### src/rtl/alu_sequencer_if.sv
// Request/response bundle for alu_sequencer: the master issues operations and consumes
// results, the slave (the sequencer) accepts operations and presents held responses.
interface alu_sequencer_if;
    logic        req_valid;
    logic        req_ready;
    logic [2:0]  req_op;
    logic [15:0] req_op1;
    logic [15:0] req_op2;
    logic [15:0] req_immd;
    logic        flush;
    logic        rsp_valid;
    logic        rsp_ready;
    logic [15:0] rsp_result;
    logic [15:0] rsp_r0;
    logic        flag_pos;
    logic        flag_neg;
    logic        div_by_zero;
    logic        illegal_op;
    logic        busy;

    modport master (
        output req_valid, req_op, req_op1, req_op2, req_immd, flush, rsp_ready,
        input  req_ready, rsp_valid, rsp_result, rsp_r0, flag_pos, flag_neg,
               div_by_zero, illegal_op, busy
    );

    modport slave (
        input  req_valid, req_op, req_op1, req_op2, req_immd, flush, rsp_ready,
        output req_ready, rsp_valid, rsp_result, rsp_r0, flag_pos, flag_neg,
               div_by_zero, illegal_op, busy
    );
endinterface

### src/rtl/alu_sequencer.sv
// Single-issue 16-bit ALU: one-cycle logic/add ops, 16-iteration shift-add multiply and
// restoring divide on magnitudes, with a held response and sticky sign flags.
module alu_sequencer (
    input  logic           clk,
    input  logic           rst_n,
    alu_sequencer_if.slave bus
);
    localparam logic [1:0] ST_IDLE = 2'd0;
    localparam logic [1:0] ST_MUL  = 2'd1;
    localparam logic [1:0] ST_DIV  = 2'd2;
    localparam logic [1:0] ST_DONE = 2'd3;

    localparam logic [2:0] OP_ADD = 3'b000;
    localparam logic [2:0] OP_SUB = 3'b001;
    localparam logic [2:0] OP_MUL = 3'b010;
    localparam logic [2:0] OP_ILL = 3'b011;
    localparam logic [2:0] OP_DIV = 3'b100;
    localparam logic [2:0] OP_AND = 3'b101;
    localparam logic [2:0] OP_OR  = 3'b110;
    localparam logic [2:0] OP_IMM = 3'b111;

    logic [1:0]  r_state;
    logic [3:0]  r_cnt;
    logic        r_neg;
    logic        r_dneg;
    logic [16:0] r_a;
    logic [16:0] r_b;
    logic [15:0] r_rem;
    logic [31:0] r_acc;
    logic [31:0] r_mcand;
    logic        r_rsp_valid;
    logic [15:0] r_result;
    logic [15:0] r_r0;
    logic        r_flag_pos;
    logic        r_flag_neg;
    logic        r_dbz;
    logic        r_ill;

    logic        w_accept;
    logic [16:0] w_mag1;
    logic [16:0] w_mag2;
    logic [15:0] w_fast_res;
    logic        w_fast_pos;
    logic        w_fast_neg;
    logic [31:0] w_acc_next;
    logic [31:0] w_prod;
    logic [16:0] w_rem_shift;
    logic        w_rem_ge;
    logic [15:0] w_rem_next;
    logic [15:0] w_quo_next;
    logic [15:0] w_quo_s;
    logic [15:0] w_rem_s;

    // 17 bits so that -32768 still has a representable magnitude
    function automatic logic [16:0] mag17(input logic [15:0] v);
        mag17 = v[15] ? (17'd0 - {1'b1, v}) : {1'b0, v};
    endfunction

    assign bus.req_ready   = (r_state == ST_IDLE) && !bus.flush;
    assign w_accept        = bus.req_valid && bus.req_ready;
    assign w_mag1          = mag17(bus.req_op1);
    assign w_mag2          = mag17(bus.req_op2);

    assign w_acc_next  = r_a[0] ? (r_acc + r_mcand) : r_acc;
    assign w_prod      = r_neg ? (32'd0 - w_acc_next) : w_acc_next;
    assign w_rem_shift = {r_rem, r_a[15]};
    assign w_rem_ge    = (w_rem_shift >= r_b);
    assign w_rem_next  = w_rem_ge ? 16'(w_rem_shift - r_b) : w_rem_shift[15:0];
    assign w_quo_next  = {r_a[14:0], w_rem_ge};
    assign w_quo_s     = r_neg ? (16'd0 - w_quo_next) : w_quo_next;
    assign w_rem_s     = r_dneg ? (16'd0 - w_rem_next) : w_rem_next;

    assign bus.rsp_valid   = r_rsp_valid;
    assign bus.rsp_result  = r_result;
    assign bus.rsp_r0      = r_r0;
    assign bus.flag_pos    = r_flag_pos;
    assign bus.flag_neg    = r_flag_neg;
    assign bus.div_by_zero = r_dbz;
    assign bus.illegal_op  = r_ill;
    assign bus.busy        = (r_state != ST_IDLE);

    // Single-cycle result and flags; illegal ops leave the flags where they are
    always_comb begin
        w_fast_res = 16'd0;
        w_fast_pos = r_flag_pos;
        w_fast_neg = r_flag_neg;
        case (bus.req_op)
            OP_ADD: begin w_fast_res = bus.req_op1 + bus.req_op2;  w_fast_pos = 1'b0; w_fast_neg = 1'b0; end
            OP_SUB: begin
                w_fast_res = bus.req_op1 - bus.req_op2;
                w_fast_pos = !w_fast_res[15] && (w_fast_res != 16'd0);
                w_fast_neg = w_fast_res[15];
            end
            OP_AND: begin w_fast_res = bus.req_op1 & bus.req_op2;  w_fast_pos = 1'b0; w_fast_neg = 1'b0; end
            OP_OR:  begin w_fast_res = bus.req_op1 | bus.req_op2;  w_fast_pos = 1'b0; w_fast_neg = 1'b0; end
            OP_IMM: begin w_fast_res = bus.req_immd + bus.req_op2; w_fast_pos = 1'b0; w_fast_neg = 1'b0; end
            default: begin w_fast_res = 16'd0; w_fast_pos = r_flag_pos; w_fast_neg = r_flag_neg; end
        endcase
    end

    // Sequencer state, iteration datapath and registered response
    always_ff @(posedge clk or negedge rst_n) begin
        if (!rst_n) begin
            r_state     <= ST_IDLE;
            r_cnt       <= 4'd0;
            r_neg       <= 1'b0;
            r_dneg      <= 1'b0;
            r_a         <= 17'd0;
            r_b         <= 17'd0;
            r_rem       <= 16'd0;
            r_acc       <= 32'd0;
            r_mcand     <= 32'd0;
            r_rsp_valid <= 1'b0;
            r_result    <= 16'd0;
            r_r0        <= 16'd0;
            r_flag_pos  <= 1'b0;
            r_flag_neg  <= 1'b0;
            r_dbz       <= 1'b0;
            r_ill       <= 1'b0;
        end else if (bus.flush) begin
            r_state     <= ST_IDLE;
            r_cnt       <= 4'd0;
            r_rsp_valid <= 1'b0;
        end else begin
            case (r_state)
                ST_IDLE: begin
                    if (w_accept) begin
                        r_cnt <= 4'd0;
                        case (bus.req_op)
                            OP_MUL: begin
                                r_state <= ST_MUL;
                                r_neg   <= bus.req_op1[15] ^ bus.req_op2[15];
                                r_a     <= w_mag2;
                                r_mcand <= {15'd0, w_mag1};
                                r_acc   <= 32'd0;
                            end
                            OP_DIV: begin
                                if (bus.req_op2 == 16'd0) begin
                                    r_state     <= ST_DONE;
                                    r_rsp_valid <= 1'b1;
                                    r_result    <= 16'hFFFF;
                                    r_r0        <= bus.req_op1;
                                    r_dbz       <= 1'b1;
                                    r_ill       <= 1'b0;
                                    r_flag_pos  <= 1'b0;
                                    r_flag_neg  <= 1'b0;
                                end else begin
                                    r_state <= ST_DIV;
                                    r_neg   <= bus.req_op1[15] ^ bus.req_op2[15];
                                    r_dneg  <= bus.req_op1[15];
                                    r_a     <= w_mag1;
                                    r_b     <= w_mag2;
                                    r_rem   <= 16'd0;
                                end
                            end
                            default: begin
                                r_state     <= ST_DONE;
                                r_rsp_valid <= 1'b1;
                                r_result    <= w_fast_res;
                                r_r0        <= 16'd0;
                                r_dbz       <= 1'b0;
                                r_ill       <= (bus.req_op == OP_ILL);
                                r_flag_pos  <= w_fast_pos;
                                r_flag_neg  <= w_fast_neg;
                            end
                        endcase
                    end
                end
                ST_MUL: begin
                    r_acc   <= w_acc_next;
                    r_a     <= r_a >> 1;
                    r_mcand <= r_mcand << 1;
                    r_cnt   <= r_cnt + 4'd1;
                    if (r_cnt == 4'd15) begin
                        r_state     <= ST_DONE;
                        r_rsp_valid <= 1'b1;
                        r_result    <= w_prod[15:0];
                        r_r0        <= w_prod[31:16];
                        r_dbz       <= 1'b0;
                        r_ill       <= 1'b0;
                        r_flag_pos  <= 1'b0;
                        r_flag_neg  <= 1'b0;
                    end
                end
                ST_DIV: begin
                    r_rem <= w_rem_next;
                    r_a   <= {1'b0, w_quo_next};
                    r_cnt <= r_cnt + 4'd1;
                    if (r_cnt == 4'd15) begin
                        r_state     <= ST_DONE;
                        r_rsp_valid <= 1'b1;
                        r_result    <= w_quo_s;
                        r_r0        <= w_rem_s;
                        r_dbz       <= 1'b0;
                        r_ill       <= 1'b0;
                        r_flag_pos  <= 1'b0;
                        r_flag_neg  <= 1'b0;
                    end
                end
                ST_DONE: begin
                    if (bus.rsp_ready) begin
                        r_state     <= ST_IDLE;
                        r_rsp_valid <= 1'b0;
                    end
                end
                default: begin
                    r_state     <= ST_IDLE;
                    r_rsp_valid <= 1'b0;
                end
            endcase
        end
    end
endmodule

### src/flat_wrapper.sv
// flat-port wrapper written by rule: the top's interface ports become plain ports
module alu_sequencer_flat 
  (clk, rst_n, bus_req_valid, bus_req_op, bus_req_op1, bus_req_op2, bus_req_immd, bus_flush, bus_rsp_ready, bus_req_ready, bus_rsp_valid, bus_rsp_result, bus_rsp_r0, bus_flag_pos, bus_flag_neg, bus_div_by_zero, bus_illegal_op, bus_busy);
  alu_sequencer_if bus_i ();
  input  logic clk;
  input  logic rst_n;
  input wire logic [$bits(bus_i.req_valid)-1:0] bus_req_valid;
  input wire logic [$bits(bus_i.req_op)-1:0] bus_req_op;
  input wire logic [$bits(bus_i.req_op1)-1:0] bus_req_op1;
  input wire logic [$bits(bus_i.req_op2)-1:0] bus_req_op2;
  input wire logic [$bits(bus_i.req_immd)-1:0] bus_req_immd;
  input wire logic [$bits(bus_i.flush)-1:0] bus_flush;
  input wire logic [$bits(bus_i.rsp_ready)-1:0] bus_rsp_ready;
  output wire logic [$bits(bus_i.req_ready)-1:0] bus_req_ready;
  output wire logic [$bits(bus_i.rsp_valid)-1:0] bus_rsp_valid;
  output wire logic [$bits(bus_i.rsp_result)-1:0] bus_rsp_result;
  output wire logic [$bits(bus_i.rsp_r0)-1:0] bus_rsp_r0;
  output wire logic [$bits(bus_i.flag_pos)-1:0] bus_flag_pos;
  output wire logic [$bits(bus_i.flag_neg)-1:0] bus_flag_neg;
  output wire logic [$bits(bus_i.div_by_zero)-1:0] bus_div_by_zero;
  output wire logic [$bits(bus_i.illegal_op)-1:0] bus_illegal_op;
  output wire logic [$bits(bus_i.busy)-1:0] bus_busy;
  assign bus_i.req_valid = bus_req_valid;
  assign bus_i.req_op = bus_req_op;
  assign bus_i.req_op1 = bus_req_op1;
  assign bus_i.req_op2 = bus_req_op2;
  assign bus_i.req_immd = bus_req_immd;
  assign bus_i.flush = bus_flush;
  assign bus_i.rsp_ready = bus_rsp_ready;
  assign bus_req_ready = bus_i.req_ready;
  assign bus_rsp_valid = bus_i.rsp_valid;
  assign bus_rsp_result = bus_i.rsp_result;
  assign bus_rsp_r0 = bus_i.rsp_r0;
  assign bus_flag_pos = bus_i.flag_pos;
  assign bus_flag_neg = bus_i.flag_neg;
  assign bus_div_by_zero = bus_i.div_by_zero;
  assign bus_illegal_op = bus_i.illegal_op;
  assign bus_busy = bus_i.busy;
  alu_sequencer u_core (.clk(clk), .rst_n(rst_n), .bus(bus_i));
endmodule
### config.mk
export PLATFORM = sky130hd
export DESIGN_NAME = alu_sequencer_flat
export DESIGN_NICKNAME = d
export VERILOG_FILES = /design/src/rtl/alu_sequencer_if.sv /design/src/rtl/alu_sequencer.sv /design/src/flat_wrapper.sv
export SDC_FILE = /design/constraint.sdc
export NUM_CORES = 1
export LEC_CHECK = 0
export CAP_MARGIN = 20
export CORE_MARGIN = 4
export CORE_UTILIZATION = 32
export CTS_CLUSTER_SIZE = 16
export DETAILED_ROUTE_END_ITERATION = 10
export MAX_ROUTING_LAYER = met4
export PLACE_DENSITY_LB_ADDON = 0.1
export SYNTH_ARGS = -nofsm -noshare
export SYNTH_HDL_FRONTEND = slang
export SYNTH_SLANG_ARGS = --single-unit
### constraint.sdc
create_clock -name clk -period 5.5 [get_ports clk]
set_input_delay 1.1 -clock clk [delete_from_list [all_inputs] [get_ports clk]]
set_output_delay 1.1 -clock clk [all_outputs]
set_load 0.02 [all_outputs]
* Yosys cells after proc, flatten, opt, wreduce, memory -nomap -nowiden *
Index checks and enable logic that the tools add are counted.
Widths: inputs -> output; s select.

storage, ports and cells
  flip-flop bits (word level) = 159
  word-level logic and storage cells = 160

operators by class
  eq/ne operators = 29
  bitwise logic cells = 5
  add/sub/neg operators = 11
  multiplexer cells = 69
  magnitude comparators = 1
  reductions and logical operators = 29

operators with widths
  cell                   number
  $mux 16                14
  $mux 32                6
  $pmux 32 s2            2
  $pmux 16 s2            3
  $pmux 16 s3            2
  $pmux 16 s5            1
  $mux 17                4
  $pmux 17 s3            1
  $pmux 17 s2            1
  $sub 1x17->17 const A  2
  $add 16x16->16         2
  $add 32x32->32         1
  $sub 1x16->16 const A  2
  $sub 1x32->32 const A  1
  $sub 16x16->16         2
  $reduce_and 5->1       5
  $pmux 1 s2             12
  $ge 17x17->1           1
  $and 16x16->16         1
  $logic_not 16->1       1
  $or 16x16->16          1
  $reduce_bool 16->1     1
  $ne 3x3->1 const B     5
  $reduce_and 7->1       2
  33 further kinds       71

* Logic depth before layout (Yosys ltp) *
Gate-level depths: netlist of run 1.

  depth after elaboration = 7
  depth in mapped cells = 24
  gate-level depth less buffers = 22

* Worst setup path after synthesis of run 1 *
Ideal clock, no wire load.

  path type = input -> register
  from = input port bus_req_op[1]
  to = register u_core.r_result[14] (netlist: u_core.bus.rsp_result[14])
  stages = 18
  arrival time = 4.410 ns
  path buffers = 2
  setup slack = 0.956 ns
  cell sequence = clkbuf_1 -> nand3_1 -> clkbuf_1 -> mux2_2 -> ha_1 -> inv_1 -> fa_1 -> nor2b_1 -> o21ai_0 -> a21boi_0 -> o21ai_0 -> a211o_1 -> a41oi_1 -> a21o_1 -> a21oi_1 -> xnor2_1 -> a221oi_1 -> o31ai_1

on the way
  word-level cells in the longest chain between the ends = 5
  elaborated cells between the ends (all ways) = 14

RTL lines
  what                                      RTL line              text
  from (decl)                               flat_wrapper.sv:8     input wire logic [$bits(bus_i.req_op)-1:0] bus_req_op;
  $eq 3x3->1, or another cell as far along  alu_sequencer.sv:87   case (bus.req_op)
  $pmux 16 s5                               alu_sequencer.sv:87
  $pmux 16 s2                               alu_sequencer.sv:129  case (bus.req_op)
  $mux 16                                   alu_sequencer.sv:127  if (w_accept) begin
  $pmux 16 s3                               alu_sequencer.sv:125  case (r_state)
  to (signal assigned)                      alu_sequencer.sv:159  r_result <= w_fast_res;
  to (signal assigned)                      alu_sequencer.sv:177  r_result <= w_prod[15:0];
  to (signal assigned)                      alu_sequencer.sv:192  r_result <= w_quo_s;
  to (decl)                                 alu_sequencer.sv:32   logic [15:0] r_result;

Several ways; a longest one is shown, not always the timed one. The select of a mux whose other input is x is not followed.
A chain may end at the register's enable or synchronous reset.

* Final worst setup path of run 1 *
  from = register u_core.r_rem[7]
  to = register u_core.r_r0[12] (netlist: u_core.bus.rsp_r0[12])

on the way
  word-level cells in the longest chain between the ends = 6
  elaborated cells between the ends (all ways) = 7

RTL lines
  what                                            RTL line                                  text
  from (decl)                                     alu_sequencer.sv:28                       logic [15:0] r_rem;
  from (signal assigned)                          alu_sequencer.sv:186                      r_rem <= w_rem_next;
  $sub 16x16->16 or $ge 17x17->1 (tied branches)  alu_sequencer.sv:68, alu_sequencer.sv:67
  $mux 16 *                                       alu_sequencer.sv:68                       assign w_rem_next = w_rem_ge ? 16'(w_rem_shift - r_b) : w_rem_shift[15:0];
  $sub 1x16->16                                   alu_sequencer.sv:71                       assign w_rem_s = r_dneg ? (16'd0 - w_rem_next) : w_rem_next;
  $mux 16 *                                       alu_sequencer.sv:71
  $mux 16 *                                       alu_sequencer.sv:189                      if (r_cnt == 4'd15) begin
  $pmux 16 s3 *                                   alu_sequencer.sv:125
  to (signal assigned)                            alu_sequencer.sv:142                      r_r0 <= bus.req_op1;
  to (signal assigned)                            alu_sequencer.sv:178                      r_r0 <= w_prod[31:16];
  to (signal assigned)                            alu_sequencer.sv:193                      r_r0 <= w_rem_s;
  to (decl)                                       alu_sequencer.sv:33                       logic [15:0] r_r0;

Every way passes the cells marked *; elsewhere a longest branch is shown, timed or not. The select of a mux whose other input is x is not followed.

==> implementation parameters, run 1 <==
Parameter                              Value

Power
  Leakage power figure    about 7.6 nW
  Power Dens Cells    569 nW/um^2
  Worst-case vdd ir drop    ~0.32 mV

Setup path
  Cell with the biggest individual delay on the critical path    sky130_fd_sc_hd__dfrtp_1
  RR Endpoint    u_core.bus.rsp_r0[12]
  Peak per-stage delay on the critical path    0.42 ns
  Crit-path cells    ha_1 > a21oi_1 > nand2_1 > nor3_1 > a211oi_1 > o31a_1 > inv_1 > mux2i_1 > ha_1 > nor3b_1 > nand4_1 > a211oi_1 > nand2b_1 > o211ai_1 > a31oi_1 > a31oi_1 > xnor2_1 > nor2_1 > a221oi_1 > o21ai_0
  Start of the worst register-to-register path    u_core.r_rem[7]
  Worst Setup Start Kind    flop
  Reg2Reg Setup Slack    slightly above 0.6 ns
  R2r worst-path depth    20
  Type of element capturing the critical path    flop
  Required time of the worst setup path    between 5 and 6 ns
  Critical setup path kind    flop to flop
  Critical-path maximum fanout    8
  Arrival time of the worst setup path    5.25 ns

Clock network
  TritonCTS clock tree    yes
  Clock buffers created by TritonCTS    17
  Worst-path clk slew    0.07 ns
  Clock insertion delay at the later pin of the skew report    approximately 0.50 ns
  Count of hold buffers inserted by post-cts repair    0
  Post-cts repair resize count    0
  CTS root buf    sky130_fd_sc_hd__clkbuf_16
  H-tree depth    4
  Number of buffers inserted by post-CTS setup repair    0
  Maximum clock insertion buffer count    2
  Clock sink count    roughly 160

Logic synthesis
  Xor/xnor share of the synthesized area    0.0647
  Top post-synthesis cells by area    sky130_fd_sc_hd__dfrtp_1 25%, sky130_fd_sc_hd__ha_1 9.6%, sky130_fd_sc_hd__nand2_1 5.8%
  Area fraction of the dominant cell type after synthesis    0.251
  Leading area contributor after synthesis    sky130_fd_sc_hd__dfrtp_1
  Combinational family with the most area after synthesis    compound AO/OA/AOI/OAI gates
  Number of enable flip-flop cells after synthesis    0
  Share of the yosys chip area belonging to registers    0.251
  Multiplexer area fraction after synthesis    0.0347
  Warning count from the yosys run    0
  Post-synthesis sequential element count    approximately 160
  Synthesized area divided by synthesized cell count    7.82 um^2
  Simple logic cell fraction of the synthesized area    0.208
  Instance count of the mapped netlist    2,026
  Count of cell types in the netlist    101
  Post-synth ARST share    1.00
  Ys flop type    sky130_fd_sc_hd__dfrtp_1
  Adder and majority cell fraction of the synthesized area    0.101
  Post-synthesis instance area    15,800 um^2
  Synth Net Count    around 2,200
  Synthesized-area fraction occupied by ao, oa, aoi and oai cells    0.287

Place
  Setup slack at placement    0.342 ns
  Detailed-placement wirelength estimate    around 48,000 um
  Count of port buffers added during placement    94
  Placer's final routability congestion estimate    between 0.9 and 1

Final layout
  Share of final-layout standard cells stronger than drive strength 1    0.0683
  Number of fill cells    approximately 5,200
  Antenna Cells    0
  Area growth, synth to finish    14.1%
  Multi-input logic area    ~11,000 um^2
  Sequential cell area    roughly 4000 um^2
  Total number of nets in the final design    2,248

Floorplanning
  Floorplan die height    around 230 um
  I/O Pins    between 90 and 100
  Std-Cell Rows    81
  Starting utilization of the core area    0.324
  Floorplan die width    approximately 230 um
  DIE AREA    between 50,000 and 60,000 um^2
  Core region area    around 49,000 um^2

Detailed routing
  DR iter-0 viols    1,350
  Routed vias    about 16,000
  Remaining design rule violation count    0
  Total wirelength of the detailed-routed design    ~62,000 um
  Number of nets still failing antenna checks after routing    0
  Number of detailed-route iterations in the first pass    6
  Ratio of routed vias to standard cells    between 5 and 6
  Routed length per placed instance    between 20 and 25 um

Timing
  Final Hold Viols    0
  Setup repair after global routing missed its margin    false
  Max transition margin    0.308
  Total negative setup slack    0 ns
  Peak clock frequency supported by timing    slightly above 0.2 GHz
  Final Worst Setup Slack    around 0.62 ns
  Post-layout minimum cycle time    a little under 5 ns
  Skew final    approximately 0.015 ns
  Number of max-slew violations in the final report    0
  # setup viols final    0
  Final worst-path cycle share    0.888
  Slew at the pin closest to its max-slew limit    about 1.0 ns

Global routing
  Overflow after GRT    0
  Maximum number of pins on one net before global-route repair    84
  Number of global-route vias before repair    around 15,000
  Wire length of the first global-routing pass    around 94,000 um
  Tot GR Track Use    0.236
  Antenna violations before repair    0

Flow run
  Number of maximum-capacitance constraint violations    0

Hold path
  Kind of path behind the tightest hold check    flop to flop
  Critical hold path startpoint    u_core.bus.rsp_result[1]
  Cell count of the worst hold path    2
  Worst min-delay path endpoint    u_core.bus.rsp_result[1]

Outcome
  Run status    finished clean
[cell families after synthesis]
group | count (synthesis)
AOI/OAI and AO/OA | 663
muxes | 52
xor gates and xnor gates | 117
adders and majority gates | 125
DFF | 159
buffers and inverters | 221
and+or+nand+nor | 689
[critical path: cells and delay by family, from the launching register on]
family | cells | cell delay (ns)
AOI/OAI and AO/OA | 9 | 2.03
and+or+nand+nor | 6 | 0.94
adders and majority gates | 2 | 0.73
DFF | 1 | 0.42
muxes | 1 | 0.31
buffers and inverters | 1 | 0.15
xor gates and xnor gates | 1 | 0.14
[report_power, final]
part | switching (W) | internal (W) | leakage, nW | total (W)
clock network | 0.000564 | 0.000718 | 0.282 | 0.00128
logic | 0.00441 | 0.00258 | 5.21 | 0.00699
registers | 0.000438 | 0.00158 | 2.09 | 0.00202
[metal layers]
metal / up-vias / wire, um / track usage
li1: 7504 / - / -
met1: 7719 / 29000 / 0.313
met2: 380 / 29000 / 0.377
met3: 54 / 2800 / 0.0417
met4: 0 / 1010 / 0.0510
met5: - / 0 / -
[layout by cell type, fill, tap and decap left out, types with 18 or more instances in the layout]
| master | instances |
|---|---|
| sky130_fd_sc_hd__dfrtp_1 | 158 |
| sky130_fd_sc_hd__a31oi_1 | 25 |
| sky130_fd_sc_hd__nor2b_1 | 20 |
| sky130_fd_sc_hd__a21oi_1 | 117 |
| sky130_fd_sc_hd__o21ai_0 | 177 |
| sky130_fd_sc_hd__inv_1 | 106 |
| sky130_fd_sc_hd__nand2b_1 | 27 |
| sky130_fd_sc_hd__and3_1 | 22 |
| sky130_fd_sc_hd__or3_1 | 20 |
| sky130_fd_sc_hd__mux2i_1 | 29 |
| sky130_fd_sc_hd__clkdlybuf4s50_1 | 93 |
| sky130_fd_sc_hd__nand2_1 | 246 |
| sky130_fd_sc_hd__a22oi_1 | 23 |
| sky130_fd_sc_hd__xnor2_1 | 90 |
| sky130_fd_sc_hd__nor3_1 | 40 |
| sky130_fd_sc_hd__nor2_1 | 146 |
| sky130_fd_sc_hd__o31ai_1 | 32 |
| sky130_fd_sc_hd__nand3_1 | 76 |
| sky130_fd_sc_hd__ha_1 | 120 |
| sky130_fd_sc_hd__xor2_1 | 27 |
| sky130_fd_sc_hd__mux2_2 | 23 |
| sky130_fd_sc_hd__a211oi_1 | 22 |
| sky130_fd_sc_hd__a221oi_1 | 22 |
| sky130_fd_sc_hd__a21o_1 | 27 |
| sky130_fd_sc_hd__buf_4 | 43 |
| sky130_fd_sc_hd__nand4_1 | 18 |
[registers in the layout, indices dropped and copies added, names as in the netlist]
name / count
u_core.r_acc: 32
u_core.r_mcand: 32
u_core.r_a: 17
u_core.r_b: 17
u_core.bus.rsp_r0: 16
u_core.bus.rsp_result: 16
u_core.r_rem: 16
u_core.r_cnt: 4
u_core.r_state: 2
u_core.bus.div_by_zero: 1
u_core.bus.flag_neg: 1
u_core.bus.flag_pos: 1
u_core.bus.illegal_op: 1
u_core.bus.rsp_valid: 1
u_core.r_dneg: 1
u_core.r_neg: 1
[final cells by class]
class / count / share of cell area
clock buffer: 20 / 0.0247
multi-input combinational: 1646 / 0.609
timing repair buffer: 137 / 0.0700
sequential: 159 / 0.220
inverter: 106 / 0.0220
clock inverter: 11 / 0.00782
tap: 664 / 0.0459
[synth_stat cells, types with 27 or more instances]
cell                       instances
sky130_fd_sc_hd__mux2i_1          29
sky130_fd_sc_hd__xor2_1           27
sky130_fd_sc_hd__o21ai_0         177
sky130_fd_sc_hd__xnor2_1          90
sky130_fd_sc_hd__ha_1            121
sky130_fd_sc_hd__clkbuf_1         89
sky130_fd_sc_hd__o31ai_1          32
sky130_fd_sc_hd__nand3_1          76
sky130_fd_sc_hd__nand2b_1         27
sky130_fd_sc_hd__a21o_1           28
sky130_fd_sc_hd__inv_1           106
sky130_fd_sc_hd__dfrtp_1         159
sky130_fd_sc_hd__nor2_1          146
sky130_fd_sc_hd__nor3_1           40
sky130_fd_sc_hd__a21oi_1         119
sky130_fd_sc_hd__nand2_1         246
[per-stage QoR]
| step | instances | util | total power [W] | cell area (um^2) | hold WS, ns |
|---|---|---|---|---|---|
| global route | 2743 | 0.369 | 0.0111 | 18100 | 0.509 |
| finish | 2743 | 0.369 | 0.0103 | 18100 | 0.480 |
| detailed placement | 2711 | 0.357 | 0.00894 | 17500 | 0.458 |
| CTS | 2742 | 0.369 | 0.0103 | 18100 | 0.482 |
| global placement | 2711 | 0.357 | 0.00893 | 17500 | 0.464 |
| floorplan | 2026 | - | 0.00669 | 15800 | 0.450 |
[worst max path at each step]
| stage | start | end | slack [ns] | cells after the start |
|---|---|---|---|---|
| global route | u_core.r_rem[7] | u_core.bus.rsp_r0[12] | 0.10 | 20 |
| detailed placement | bus_req_op[0] | u_core.bus.rsp_result[14] | 0.34 | 16 |
| CTS | u_core.r_rem[7] | u_core.bus.rsp_r0[12] | 0.68 | 20 |
| finish | u_core.r_rem[7] | u_core.bus.rsp_r0[12] | 0.62 | 20 |
| global placement | bus_req_op[0] | u_core.bus.rsp_result[14] | 0.40 | 16 |
| floorplan | bus_req_op[1] | u_core.bus.rsp_result[14] | 0.96 | 18 |
No activity file was read; power rests on OpenSTA's default activity.
==> run 2, diff against run 1 <==
- RECOVER_POWER: not set -> 100
==> implementation parameters, run 2 (same netlist as run 1, synthesis figures left out) <==
Parameter                              Value

Timing
  Total negative setup slack    0 ns (unchanged)
  # setup viols final    0 (unchanged)
  Final Hold Viols    0 (unchanged)
  Setup repair after global routing missed its margin    false
  Final worst-path cycle share    0.949 (+0.0611)
  Max transition margin    -0.585 (-0.894)
  Slew at the pin closest to its max-slew limit    2.38 ns (+1.34 ns)
  Number of max-slew violations in the final report    190 (+190)
  Skew final    0.0151 ns (-0.000315 ns)
  Post-layout minimum cycle time    5.22 ns (+0.336 ns)
  Peak clock frequency supported by timing    0.192 GHz (-6.4%)

Setup path
  Critical setup path kind    input pin to flop
  Arrival time of the worst setup path    5.60 ns (+0.35 ns)
  Type of element capturing the critical path    flop
  Required time of the worst setup path    5.88 ns (+0.02 ns)
  Critical-path maximum fanout    27 (+19)
  Reg2Reg Setup Slack    0.41 ns (-0.21 ns)
  Worst Setup Start Kind    input pin

Clock network
  Count of hold buffers inserted by post-cts repair    0 (unchanged)
  Post-cts repair resize count    0 (unchanged)
  Maximum clock insertion buffer count    2 (unchanged)
  Clock insertion delay at the later pin of the skew report    0.50 ns (about the same)
  Clock buffers created by TritonCTS    17 (unchanged)
  TritonCTS clock tree    yes
  CTS root buf    sky130_fd_sc_hd__clkbuf_16
  Clock sink count    159 (unchanged)
  Worst-path clk slew    0.08 ns (about the same)
  Number of buffers inserted by post-CTS setup repair    0 (unchanged)
  H-tree depth    4 (unchanged)

Power
  Internal power    0.00481 W (-1.4%)
  Clock share of power    0.126 (about the same)
  Power Dens Cells    566 nW/um^2 (-0.55%)
  Leakage power figure    7.59 nW (+0.20%)
  Proportion of power drawn by combinational gates    0.677 (-0.002)
  Switching portion of total power    0.528 (+0.00228)
  Total net switching power    0.00538 W (-0.50%)
  Worst-case vdd ir drop    0.321 mV (-0.46%)
  Power share of the sequential group    0.198 (+0.002)

Final layout
  Non-filler cells, final    2,743 (unchanged)
  Most frequent cells in the layout    246 x sky130_fd_sc_hd__nand2_1, 177 x sky130_fd_sc_hd__o21ai_0, 158 x sky130_fd_sc_hd__dfrtp_1
  Leading cell type in the layout, fill and taps excluded    sky130_fd_sc_hd__nand2_1
  Largest registers ranked by flip-flop count    u_core.r_acc x32, u_core.r_mcand x32
  Number of fill cells    5,200 (+0.23%)
  Share of final-layout standard cells stronger than drive strength 1    0.0625 (-0.00577)
  Antenna Cells    0 (unchanged)
  Total number of nets in the final design    2,248 (unchanged)
  Area growth, synth to finish    13.7%

Floorplanning
  Core region area    49,000 um^2 (unchanged)
  Floorplan die height    230 um (unchanged)
  DIE AREA    53,100 um^2 (unchanged)
  Floorplan die width    230 um (unchanged)
  Std-Cell Rows    81 (unchanged)
  Starting utilization of the core area    0.324 (unchanged)
  I/O Pins    95 (unchanged)

Global routing
  Number of global-route vias before repair    15,100 (unchanged)
  Wire length of the first global-routing pass    93,900 um (unchanged)
  Tot GR Track Use    0.236 (unchanged)
  Maximum number of pins on one net before global-route repair    84 (unchanged)
  Antenna violations before repair    0 (unchanged)
  Overflow after GRT    0 (unchanged)

Outcome
  Violated checks    max-capacitance violations, max-slew violations
  Run status    finished with violations

Detailed routing
  DR iter-0 viols    1,332 (-1.3%)
  Routed length per placed instance    22.5 um (-0.23%)
  Remaining design rule violation count    0 (unchanged)
  Total wirelength of the detailed-routed design    61,600 um (-0.23%)
  Ratio of routed vias to standard cells    5.68 (-0.52%)
  Number of detailed-route iterations in the first pass    5 (-1)
  Routed vias    15,600 (-0.52%)
  Number of nets still failing antenna checks after routing    0 (unchanged)

Hold path
  Kind of path behind the tightest hold check    flop to flop

Place
  Count of port buffers added during placement    94 (unchanged)
  Detailed-placement wirelength estimate    47,800 um (unchanged)
  Placer's final routability congestion estimate    0.943 (unchanged)
  Placed Cells    2,711 (unchanged)

Flow run
  Number of maximum-capacitance constraint violations    4 (+4)
[run 2: critical path: stages]
cell                            delay (ns)
sky130_fd_sc_hd__dlygate4sd3_1        0.68
sky130_fd_sc_hd__nor3_1               0.41
sky130_fd_sc_hd__nand4_1              0.23
sky130_fd_sc_hd__or3_1                0.45
sky130_fd_sc_hd__o31a_1               0.40
sky130_fd_sc_hd__nor2_1               0.12
sky130_fd_sc_hd__nand2_1              0.09
sky130_fd_sc_hd__a21oi_2              0.21
sky130_fd_sc_hd__clkbuf_1             1.19
sky130_fd_sc_hd__o221ai_1             0.48
sky130_fd_sc_hd__o21a_1               0.22
[run 2: path summary, 6_finish.rpt]
path                                     startpoint  depth (start not counted)                       end
min in group asynchronous                     rst_n                          1        u_core.r_mcand[21]
max reg2reg                       u_core.r_mcand[0]                         15      u_core.bus.rsp_r0[2]
max in group asynchronous                     rst_n                          2             u_core.r_a[0]
min reg2reg                u_core.bus.rsp_result[1]                          2  u_core.bus.rsp_result[1]
min                        u_core.bus.rsp_result[1]                          2  u_core.bus.rsp_result[1]
max                                  bus_req_op2[2]                         11  u_core.bus.rsp_result[5]
[run 2: final cells by class]
cell class | instances | area, um^2 | area share
Sequential cell | 159 | 3980 | 0.221
Multi-Input combinational cell | 1646 | 11000 | 0.610
Tap cell | 664 | 831 | 0.0461
Inverter | 106 | 398 | 0.0221
Clock buffer | 20 | 447 | 0.0248
Clock inverter | 11 | 141 | 0.00785
Timing Repair Buffer | 137 | 1220 | 0.0680
[run 2: metrics by stage]
stage          area, um^2  worst slack (ns)  hold WS [ns]   util  power [W]
2_1_floorplan       15800             0.956         0.450      -    0.00669
3_3_place_gp        17500             0.397         0.464  0.357    0.00893
3_5_place_dp        17500             0.342         0.458  0.357    0.00894
4_1_cts             18100             0.683         0.482  0.369     0.0103
5_1_grt             18000            0.0521         0.503  0.368     0.0110
6_report            18000             0.281         0.472  0.368     0.0102
[run 2: power groups by stage]
stage | clock (W) | combinational [W] | sequential [W]
after floorplan | 0 | 0.00470 | 0.00199
after global placement | 0 | 0.00690 | 0.00204
after detailed placement | 0 | 0.00691 | 0.00203
after CTS | 0.00133 | 0.00695 | 0.00202
after global routing | 0.00137 | 0.00756 | 0.00207
final | 0.00128 | 0.00690 | 0.00201
[run 2: routing by layer]
metal	vias up	track usage	part of all wire
met2	386	0.377	0.47
met3	57	0.0417	0.047
met4	0	0.0510	0.017
met1	7624	0.313	0.47
li1	7509	-	-
met5	-	-	0
==> run 3, diff against run 2 <==
- CORE_UTILIZATION: 32 -> 62
==> implementation parameters, run 3 (same netlist as run 1, synthesis figures left out) <==
Parameter                              Value

Outcome
  Run status    finished with violations
  Violated checks    max-capacitance violations, max-slew violations

Power
  Leakage power figure    7.58 nW (-0.20%)
  Total net switching power    0.00528 W (-2.0%)
  Switching portion of total power    0.523 (-0.00499)
  Proportion of power drawn by combinational gates    0.669 (-0.008)
  Power after layout    0.0101 W (-1.1%)
  Internal power    0.00481 W (about the same)
  Power share of the sequential group    0.200 (+0.002)
  Worst-case vdd ir drop    0.576 mV (+79%)
  Power Dens Cells    573 nW/um^2 (+1.3%)
  Clock share of power    0.131 (+0.005)

Timing
  Max transition margin    -1.78 (-1.20)
  Post-layout minimum cycle time    5.13 ns (-0.0851 ns)
  Final Hold Viols    0 (unchanged)
  # setup viols final    0 (unchanged)
  Final worst-path cycle share    0.933 (-0.0155)
  Slew at the pin closest to its max-slew limit    4.17 ns (+1.79 ns)
  Worst hold slack    0.473 ns (+0.00146 ns)
  Skew final    0.0193 ns (+0.00415 ns)
  Peak clock frequency supported by timing    0.195 GHz (+1.7%)
  Setup repair after global routing missed its margin    false
  Total negative setup slack    0 ns (unchanged)
  Number of max-slew violations in the final report    157 (-17%)

Setup path
  Critical-path maximum fanout    47 (+74%)
  Required time of the worst setup path    5.72 ns (-0.16 ns)
  Critical Path Start    bus_req_op2[1]
  R2r worst-path depth    20 (+5)
  Cell depth of the worst setup path    9 (-2)
  Crit-path cells    dlygate4sd3_1 > inv_1 > ha_1 > nand4_1 > or3_1 > o31a_1 > nand3_1 > clkbuf_1 > o21ai_0
  Number of buffers and inverters on the critical path    3 (+1)
  Start of the worst register-to-register path    u_core.r_rem[7]
  Peak per-stage delay on the critical path    1.48 ns (+0.29 ns)
  Cell with the biggest individual delay on the critical path    sky130_fd_sc_hd__clkbuf_1
  Destination of the critical timing path    u_core.r_b[6]
  Worst Setup Start Kind    input pin
  Arrival time of the worst setup path    5.35 ns (-0.25 ns)
  Type of element capturing the critical path    flop
  Critical setup path kind    input pin to flop
  RR Endpoint    u_core.bus.rsp_r0[12]
  Reg2Reg Setup Slack    0.44 ns (+0.03 ns)
  Gate family responsible for the most delay along the worst path    buffers and inverters

Clock network
  TritonCTS clock tree    yes
  CTS root buf    sky130_fd_sc_hd__clkbuf_16
  Clock buffers created by TritonCTS    17 (unchanged)
  Clock sink count    159 (unchanged)
  Count of hold buffers inserted by post-cts repair    0 (unchanged)
  Number of buffers inserted by post-CTS setup repair    0 (unchanged)
  Clock insertion delay at the later pin of the skew report    0.45 ns (-0.05 ns)
  Maximum clock insertion buffer count    2 (unchanged)
  Worst-path clk slew    0.07 ns (about the same)
  H-tree depth    4 (unchanged)
  Post-cts repair resize count    0 (unchanged)

Final layout
  Antenna Cells    0 (unchanged)
  Total number of nets in the final design    2,239 (-0.40%)
  Multi-input logic area    11,000 um^2 (about the same)
  Number of fill cells    2,124 (-59%)
  Leading cell type in the layout, fill and taps excluded    sky130_fd_sc_hd__nand2_1
  Share of final-layout standard cells stronger than drive strength 1    0.0584 (-0.00410)
  Area growth, synth to finish    11.0%
  Most frequent cells in the layout    246 x sky130_fd_sc_hd__nand2_1, 177 x sky130_fd_sc_hd__o21ai_0, 158 x sky130_fd_sc_hd__dfrtp_1
  Sequential cell area    3980 um^2 (unchanged)
  Final Util    0.698 (+0.330)
  Largest registers ranked by flip-flop count    u_core.r_acc x32, u_core.r_mcand x32

Floorplanning
  DIE AREA    28,200 um^2 (-47%)
  Floorplan die width    168 um (-27%)
  I/O Pins    95 (unchanged)
  Floorplan die height    168 um (-27%)
  Std-Cell Rows    58 (-28%)
  Core region area    25,200 um^2 (-49%)
  Starting utilization of the core area    0.629 (+0.305)

Detailed routing
  Number of nets still failing antenna checks after routing    0 (unchanged)
  Total wirelength of the detailed-routed design    52,600 um (-15%)
  Routed vias    16,200 (+4.0%)
  Routed length per placed instance    21.9 um (-2.4%)
  DR iter-0 viols    1,996 (+50%)
  Number of detailed-route iterations in the first pass    7 (+2)
  Remaining design rule violation count    0 (unchanged)
  Ratio of routed vias to standard cells    6.75 (+19%)

Place
  Placer's final routability congestion estimate    0.977 (+3.6%)
  Detailed-placement wirelength estimate    40,000 um (-16%)
  Count of port buffers added during placement    94 (unchanged)

Global routing
  Antenna violations before repair    0 (unchanged)
  Maximum number of pins on one net before global-route repair    74 (-12%)
  Overflow after GRT    0 (unchanged)
  Wire length of the first global-routing pass    84,100 um (-10%)
  Number of global-route vias before repair    15,300 (+0.95%)
  Tot GR Track Use    0.379 (+0.143)

Hold path
  Kind of path behind the tightest hold check    flop to flop
  Critical hold path startpoint    u_core.bus.rsp_r0[2]

Flow run
  Number of maximum-capacitance constraint violations    3 (-1)
[run 3: cell count changes in the layout (fill, tap and decap cells not counted), moves of 2 or more]
| cell | previous run | this run |
|---|---|---|
| sky130_fd_sc_hd__dlygate4sd3_1 | 42 | 44 |
| sky130_fd_sc_hd__clkinv_2 | 4 | 0 |
| sky130_fd_sc_hd__clkinvlp_4 | 3 | 0 |
| sky130_fd_sc_hd__inv_8 | 0 | 2 |
| sky130_fd_sc_hd__inv_6 | 0 | 6 |
| sky130_fd_sc_hd__clkbuf_2 | 4 | 0 |
| sky130_fd_sc_hd__buf_4 | 33 | 25 |
| sky130_fd_sc_hd__clkdlybuf4s50_1 | 51 | 49 |
[run 3: layout make-up]
cell class,count,share of cell area
clock buffers,18,0.0250
clock inverters,14,0.0113
inverters,106,0.0226
multi-input cells,1646,0.626
flip-flops and latches,159,0.226
well taps,330,0.0235
repair buffers,128,0.0657
[run 3: tightest hold or removal path, delay by kind of cell, from the launching register on]
kind | cells | cell delay, ns
AO/OA/AOI/OAI | 1 | 0.06
flip-flops | 1 | 0.34
AND/OR/NAND/NOR | 1 | 0.04
[run 3: how the worst min path moves through the flow]
stage | depth (start not counted) | slack, ns | endpoint
2_1_floorplan | 2 | 0.45 | u_core.r_b[10]
3_3_place_gp | 2 | 0.46 | u_core.bus.rsp_r0[9]
3_5_place_dp | 2 | 0.47 | u_core.bus.rsp_r0[13]
4_1_cts | 2 | 0.49 | u_core.bus.rsp_r0[2]
5_1_grt | 2 | 0.50 | u_core.bus.rsp_r0[13]
6_report | 2 | 0.47 | u_core.bus.rsp_r0[2]
[run 3: stage by stage]
stage	worst slack, ns	instance area (um^2)	cells
after floorplan	0.956	15800	2026
after global placement	0.403	17000	2369
after detailed placement	0.379	17000	2369
after CTS	0.538	17600	2401
after global routing	0.0860	17600	2401
final	0.366	17600	2401
[run 3: power by group through the flow]
stage	logic [W]	registers (W)	clock network [W]
6_report	0.00675	0.00201	0.00132
5_1_grt	0.00730	0.00206	0.00138
4_1_cts	0.00666	0.00200	0.00133
3_5_place_dp	0.00659	0.00202	0
3_3_place_gp	0.00646	0.00200	0
2_1_floorplan	0.00470	0.00199	0
[run 3: metal layers]
metal | global-route usage | part of all wire | up-vias
li1 | - | - | 7493
met1 | 0.513 | 0.43 | 7819
met3 | 0.0458 | 0.075 | 115
met4 | 0.127 | 0.034 | 0
met2 | 0.594 | 0.46 | 776
met5 | - | 0 | -
